[src/rtl/raster_tile_walker_pkg.sv]
// Shared widths, walker state encoding and the edge-extent helper for raster_tile_walker.
// Widths come from the VX_RASTER_PID_BITS / VX_RASTER_DIM_BITS / RASTER_DATA_BITS macros when the build provides them.
`ifndef VX_RASTER_PID_BITS
`define VX_RASTER_PID_BITS 16
`endif
`ifndef VX_RASTER_DIM_BITS
`define VX_RASTER_DIM_BITS 16
`endif
`ifndef RASTER_DATA_BITS
`define RASTER_DATA_BITS 32
`endif

package raster_tile_walker_pkg;

    localparam int PID_BITS  = `VX_RASTER_PID_BITS;
    localparam int DIM_BITS  = `VX_RASTER_DIM_BITS;
    localparam int DATA_BITS = `RASTER_DATA_BITS;

    typedef logic [DATA_BITS-1:0] data_t;

    typedef enum logic [1:0] {
        ST_IDLE  = 2'd0,
        ST_SETUP = 2'd1,
        ST_WALK  = 2'd2
    } walker_state_e;

    // max(value, 0) * (2^log_size - 1), built as (value << log_size) - value
    function automatic data_t edge_extent(input data_t value, input int unsigned log_size);
        if ($signed(value) > 0) begin
            return (value << log_size) - value;
        end
        return '0;
    endfunction

endpackage

[src/rtl/raster_tile_walker_edge_stepper.sv]
// One edge function of the tile walker: tracks the row-start and current block-origin values
// and flags whether the block can touch the edge's positive half-plane.
module raster_tile_walker_edge_stepper
    import raster_tile_walker_pkg::*;
#(
    parameter int BLOCK_LOGSIZE = 2
) (
    input  logic  clk,
    input  logic  setup,
    input  logic  step,
    input  logic  row_end,
    input  data_t a,
    input  data_t b,
    input  data_t c,
    output data_t cur_e,
    output logic  overlap
);

    data_t row_e;
    data_t extent;
    data_t a_step;
    data_t b_step;
    data_t reach;

    assign a_step = a << BLOCK_LOGSIZE;
    assign b_step = b << BLOCK_LOGSIZE;

    // NOTE: pure datapath registers carry no reset; SETUP always reloads them before they are read.
    always_ff @(posedge clk) begin
        if (setup) begin
            extent <= edge_extent(a, BLOCK_LOGSIZE) + edge_extent(b, BLOCK_LOGSIZE);
            row_e  <= c;
            cur_e  <= c;
        end else if (step) begin
            if (row_end) begin
                row_e <= row_e + b_step;
                cur_e <= row_e + b_step;
            end else begin
                cur_e <= cur_e + a_step;
            end
        end
    end

    // Best corner of the block is cur_e + extent; non-negative means possible coverage
    assign reach   = cur_e + extent;
    assign overlap = ~reach[DATA_BITS-1];

endmodule

[src/rtl/raster_tile_walker.sv]
// Walks a tile's blocks in raster order, one per cycle, emitting blocks that overlap the primitive.
// Optional whole-tile rejection in SETUP is enabled by defining RASTER_WALKER_TILE_REJECT_EN.
module raster_tile_walker
    import raster_tile_walker_pkg::*;
#(
    parameter string INSTANCE_ID   = "",
    parameter int    TILE_LOGSIZE  = 5,
    parameter int    BLOCK_LOGSIZE = 2
) (
    input  logic                               clk,
    input  logic                               reset,
    input  logic                               valid_in,
    output logic                               ready_in,
    input  logic [PID_BITS-1:0]                pid_in,
    input  logic [DIM_BITS-1:0]                xloc_in,
    input  logic [DIM_BITS-1:0]                yloc_in,
    input  logic [2:0][2:0][DATA_BITS-1:0]     edges_in,
    output logic                               valid_out,
    input  logic                               ready_out,
    output logic [PID_BITS-1:0]                pid_out,
    output logic [DIM_BITS-1:0]                xloc_out,
    output logic [DIM_BITS-1:0]                yloc_out,
    output logic [2:0][2:0][DATA_BITS-1:0]     edges_out,
    output logic                               busy
);

    localparam int CNT_W = (TILE_LOGSIZE > BLOCK_LOGSIZE) ? TILE_LOGSIZE - BLOCK_LOGSIZE : 1;
    localparam logic [CNT_W-1:0] LAST_IDX = CNT_W'((1 << (TILE_LOGSIZE - BLOCK_LOGSIZE)) - 1);
    localparam string unused_instance_id = INSTANCE_ID;

    walker_state_e state;
    walker_state_e next_state;

    logic                           setup;
    logic                           walk_en;
    logic                           accept;
    logic                           row_end;
    logic                           last_block;
    logic                           block_hit;
    logic [CNT_W-1:0]               bx;
    logic [CNT_W-1:0]               by;
    logic [DIM_BITS-1:0]            x_off;
    logic [DIM_BITS-1:0]            y_off;
    logic [PID_BITS-1:0]            pid_r;
    logic [DIM_BITS-1:0]            xloc_r;
    logic [DIM_BITS-1:0]            yloc_r;
    logic [2:0][2:0][DATA_BITS-1:0] edges_r;
    data_t                          cur_e [3];
    logic [2:0]                     overlap;

    assign accept     = valid_in && ready_in;
    assign row_end    = (bx == LAST_IDX);
    assign last_block = row_end && (by == LAST_IDX);
    assign block_hit  = &overlap;
    assign x_off      = DIM_BITS'(bx) << BLOCK_LOGSIZE;
    assign y_off      = DIM_BITS'(by) << BLOCK_LOGSIZE;
    assign busy       = (state != ST_IDLE) || valid_out;

`ifdef RASTER_WALKER_TILE_REJECT_EN
    data_t tile_reach [3];
    logic  tile_pass;

    always_comb begin
        tile_pass = 1'b1;
        for (int i = 0; i < 3; i++) begin
            tile_reach[i] = edges_r[i][2] + edge_extent(edges_r[i][0], TILE_LOGSIZE)
                          + edge_extent(edges_r[i][1], TILE_LOGSIZE);
            if (tile_reach[i][DATA_BITS-1]) begin
                tile_pass = 1'b0;
            end
        end
    end
`endif

    always_ff @(posedge clk) begin
        if (reset) begin
            state <= ST_IDLE;
        end else begin
            state <= next_state;
        end
    end

    // NOTE: every always_comb output gets a default first so no path can infer a latch.
    always_comb begin
        next_state = state;
        case (state)
            ST_IDLE:  if (valid_in) next_state = ST_SETUP;
`ifdef RASTER_WALKER_TILE_REJECT_EN
            ST_SETUP: next_state = tile_pass ? ST_WALK : ST_IDLE;
`else
            ST_SETUP: next_state = ST_WALK;
`endif
            ST_WALK:  if (walk_en && last_block) next_state = ST_IDLE;
            default:  next_state = ST_IDLE;
        endcase
    end

    always_comb begin
        ready_in = 1'b0;
        setup    = 1'b0;
        walk_en  = 1'b0;
        case (state)
            ST_IDLE:  ready_in = 1'b1;
            ST_SETUP: setup    = 1'b1;
            ST_WALK:  walk_en  = ~valid_out || ready_out;
            default:  ;
        endcase
    end

    always_ff @(posedge clk) begin
        if (accept) begin
            pid_r   <= pid_in;
            xloc_r  <= xloc_in;
            yloc_r  <= yloc_in;
            edges_r <= edges_in;
        end
    end

    always_ff @(posedge clk) begin
        if (setup) begin
            bx <= '0;
            by <= '0;
        end else if (walk_en) begin
            if (row_end) begin
                bx <= '0;
                by <= by + CNT_W'(1);
            end else begin
                bx <= bx + CNT_W'(1);
            end
        end
    end

    for (genvar i = 0; i < 3; i++) begin : g_edge
        raster_tile_walker_edge_stepper #(
            .BLOCK_LOGSIZE (BLOCK_LOGSIZE)
        ) u_stepper (
            .clk     (clk),
            .setup   (setup),
            .step    (walk_en),
            .row_end (row_end),
            .a       (edges_r[i][0]),
            .b       (edges_r[i][1]),
            .c       (edges_r[i][2]),
            .cur_e   (cur_e[i]),
            .overlap (overlap[i])
        );
    end

    // Single-entry output register: a new load wins over a drain in the same cycle
    always_ff @(posedge clk) begin
        if (reset) begin
            valid_out <= 1'b0;
        end else if (walk_en && block_hit) begin
            valid_out <= 1'b1;
        end else if (ready_out) begin
            valid_out <= 1'b0;
        end
    end

    always_ff @(posedge clk) begin
        if (walk_en && block_hit) begin
            pid_out  <= pid_r;
            xloc_out <= xloc_r + x_off;
            yloc_out <= yloc_r + y_off;
            for (int i = 0; i < 3; i++) begin
                edges_out[i][0] <= edges_r[i][0];
                edges_out[i][1] <= edges_r[i][1];
                edges_out[i][2] <= cur_e[i];
            end
        end
    end

endmodule

[config.mk]
export PLATFORM = sky130hd
export DESIGN_NAME = raster_tile_walker
export DESIGN_NICKNAME = d
export VERILOG_FILES = /design/src/rtl/raster_tile_walker_pkg.sv /design/src/rtl/raster_tile_walker_edge_stepper.sv /design/src/rtl/raster_tile_walker.sv
export SDC_FILE = /design/constraint.sdc
export NUM_CORES = 2
export LEC_CHECK = 0
export CAP_MARGIN = 10
export CORE_MARGIN = 3
export CORE_UTILIZATION = 55
export DETAILED_ROUTE_END_ITERATION = 12
export PLACE_DENSITY = 0.85
export SYNTH_ARGS = -nofsm -noshare
export SYNTH_HDL_FRONTEND = slang
export SYNTH_HIERARCHICAL = 1
export SYNTH_SLANG_ARGS = --single-unit
[constraint.sdc]
create_clock -name clk -period 28.2 [get_ports clk]
set_input_delay 2.82 -clock clk [delete_from_list [all_inputs] [get_ports clk]]
set_output_delay 2.82 -clock clk [all_outputs]
set_load 0.02 [all_outputs]
==> results by group <==
Outcome
  – Status: finished clean

Clock tree
  – CTS Buffer Depth: 3
  – Sink Count: about 970
  – Cts bufs inserted: 105
  – Post-CTS Hold Buffers: 0
  – Worst-Skew Late Latency: 0.71 ns
  – CTS tree: yes
  – Post-CTS Setup Bufs: 0
  – Reg clk slew, reported paths: roughly 0.070 ns
  – PostCTS Resize Cnt: 0
  – Htree depth: 3
  – Root buffer cell: clkbuf_16

Floorplan
  – Core area: around 100000 sq um
  – Ports: slightly below 700
  – DIE WIDTH: between 300 and 400 um
  – Initial Util: 0.559
  – Die Height: around 330 um
  – Rows: roughly 120
  – DIE AREA: around 110000 sq um

Power
  – Combinational power share: 0.284
  – Clock power frac: 0.306
  – Power density cells: between 60 and 70 nW/um^2
  – Net Sw Frac: 0.322
  – Switching power: around 1500 uW
  – Sequential Power Share: 0.409
  – Max VDD drop: 0.0598 mV
  – Int Pwr: around 3100 uW
  – Leakage Power: ~0.028 uW

Final layout
  – Fillers: 7672
  – Area growth syn-to-layout: 20.3%
  – Commonest non-fill, non-tap cells in the layout: edfxtp_1 (960), clkdlybuf4s50_1 (678), ha_1 (546), nor2_1 (458), a21oi_1 (432)
  – Share of cells above drive strength 1: 0.0551
  – Most common cell after layout, fill and taps aside: edfxtp_1
  – Nets: 6869

Setup path
  – Reg2reg start: g_edge[0].u_stepper/cur_e[1]
  – Crit. End Element: register
  – Startpoint Class: input port
  – CP delay by family, top: buffers and inverters
  – Worst R2R End: edges_out[184]
  – Worst-path cell with the longest stage delay: buf_4
  – Crit path largest cell delay: 0.91 ns
  – Crit path top cell by count: buf_4
  – CP required: 28.53 ns
  – R2R cell count: 16
  – Worst path arrival time: 6.85 ns
  – Crit path cell chain: clkdlybuf4s50_1 > nand2b_1 > nand2_1 > nor2_4 > buf_4 > buf_4 > buf_4
  – Worst Path Buf+Inv: 4
  – Crit-path max FO: approximately 80
  – Crit Path Class: in2reg
  – R2R Setup Slk: between 20 and 25 ns

Global routing
  – Vias in the first global route: 43926
  – Total GRT Usage: 0.313
  – Total gr overflow: 0
  – Largest net degree at the start of global routing: between 150 and 200
  – Wire length of the first global-routing pass: ~260 mm
  – Initial antenna violation count: 9

Min path
  – Hold_sp: pid_r[4]
  – Hold WC Path Type: reg2reg
  – Hold Path Depth: 0
  – Hold Path End: pid_out[4]

Routing
  – M1 WL: 72.4 mm
  – # DRC: 0
  – Final ANT Viol Nets: 0
  – Met3 wire length: ~18 mm
  – Top layer in use: met4
  – Initial DRC count: 5098
  – Routed wl met2: about 81 mm
  – Via density: approximately 6.2
  – Vias: 46037
  – Drt wl/cell: 23.9 um
  – Post-Route WL: approximately 180 mm
  – DR pass1 iterations: 6

Synth
  – Synth cell types: about 100
  – Ys flop type: edfxtp_1
  – Cell area after synthesis: slightly below 60000 sq um
  – Synth area leaders: edfxtp_1 (49%), ha_1 (12%), a21oi_1 (3.7%), xnor2_1 (3.5%), nor2_1 (3.0%)
  – Syn Inst Count: roughly 5300
  – Area share of the largest cell type after synthesis: 0.494
  – Area leader, netlist: edfxtp_1
  – Synth warn: 6
  – Register area share after synthesis: 0.498
  – Ys async rst share: 0
  – Nets in the synthesized netlist: 6174
  – Syn avg cell area: between 10 and 15 sq um
  – #FFs+latches synth: 969
  – EDFF count, synth: 960

Timing
  – RSZ-0062 raised after global routing: false
  – Fin. Hold Viols: 0
  – Setup tns final: 0 ns
  – Max Fclk: between 150 and 200 MHz
  – Final Cycle Share: 0.231
  – Fin crit period: 6.52 ns
  – Worst-Margin Slew: approximately 1.2 ns
  – Slew HR: 0.214
  – Final hold slack: 0.412 ns
  – Final Skew: around 0.022 ns
  – # setup viols final: 0
  – Final Max Slew Viols: 0

Placement
  – RD Place Congestion: between 0.9 and 1
  – Port Buffers: 678
  – Post-DP HPWL: between 100 and 150 mm

Run
  – Max Cap Viol: 0
-- layout make-up --
type | instances | area (sq um) | share of cell area
flip-flops and latches | 969 | 29000 | 0.414
well taps | 1380 | 1730 | 0.0246
clock buffers | 119 | 2730 | 0.0390
multi-input cells | 3901 | 27800 | 0.397
diodes | 7 | 17.5 | 0.000250
repair buffers | 703 | 7000 | 0.0998
inverters | 291 | 1090 | 0.0156
clock inverters | 76 | 733 | 0.0105
-- synthesized netlist by cell type (21+ instances only) --
| cell type | number |
|---|---|
| a211oi_1 | 53 |
| a21o_1 | 228 |
| a21oi_1 | 432 |
| a31oi_1 | 39 |
| and2_1 | 39 |
| and3_1 | 46 |
| clkbuf_1 | 110 |
| edfxtp_1 | 960 |
| ha_1 | 547 |
| inv_1 | 291 |
| mux2_2 | 40 |
| nand2_1 | 288 |
| nand2b_1 | 68 |
| nand3_1 | 99 |
| nand4_1 | 56 |
| nor2_1 | 459 |
| nor2b_1 | 82 |
| nor3_1 | 77 |
| nor4_1 | 49 |
| o211ai_1 | 28 |
| o21a_1 | 59 |
| o21ai_0 | 318 |
| o21bai_1 | 74 |
| o221ai_1 | 22 |
| o31ai_1 | 32 |
| or2_2 | 26 |
| or3_1 | 21 |
| xnor2_1 | 236 |
| xor2_1 | 185 |
-- layer usage --
layer  track usage  vias to the layer above
met5             0                        -
met4         0.107                        0
met2         0.499                     2545
met3        0.0586                      371
met1         0.430                    21937
li1              -                    21184
-- cell families (layout without fill, tap and decap cells) --
group | after synthesis | in the layout | share of synthesized area
flip-flops | 969 | 969 | 0.498
buffers and inverters | 406 | 1189 | 0.0262
AND/OR/NAND/NOR | 1382 | 1382 | 0.115
adder cells (fa/ha/maj) | 558 | 558 | 0.121
XOR/XNOR | 423 | 423 | 0.0640
AO/OA/AOI/OAI | 1480 | 1480 | 0.165
multiplexers | 58 | 58 | 0.0108
other | 0 | 7 | 0
-- state kept, by name, indices dropped and copies added, names as in the netlist --
signal	cells
edges_out	288
edges_r	288
g_edge.u_stepper/cur_e	96
g_edge.u_stepper/extent	96
g_edge.u_stepper/row_e	96
pid_out	16
pid_r	16
xloc_out	16
xloc_r	16
yloc_out	16
yloc_r	16
bx	3
by	3
state	2
valid_out	1
-- power by group through the flow --
stage,Combinational (uW),Sequential [uW],Clock [uW]
floorplan,880,1870,0
global placement,1210,1880,0
detailed placement,1240,1880,0
CTS,1260,1850,1410
global route,1400,1860,1470
finish,1290,1860,1390
-- worst max path at each step --
| stage | startpoint | to | slack (ns) | cells after the start |
|---|---|---|---|---|
| floorplan | ready_out | edges_out[0] | 10.13 | 3 |
| detailed placement | ready_out | edges_out[183] | 21.01 | 7 |
| CTS | ready_out | edges_out[184] | 21.68 | 7 |
| global route | ready_out | edges_out[122] | 21.39 | 7 |
| finish | ready_out | edges_out[184] | 21.68 | 7 |
| global placement | ready_out | edges_out[188] | 21.11 | 7 |
-- metrics by stage --
step | worst slack [ns] | cell area [sq um] | utilization | cells | power, uW
after floorplan | 10.13 | 58300 | - | 5276 | 2750
after global placement | 21.11 | 66600 | 0.638 | 7244 | 3090
after detailed placement | 21.01 | 66600 | 0.638 | 7244 | 3130
after CTS | 21.68 | 70100 | 0.672 | 7439 | 4520
after global routing | 21.39 | 70100 | 0.672 | 7439 | 4730
final | 21.68 | 70100 | 0.672 | 7446 | 4530
Note: power is estimated with default switching activity, not from simulation.
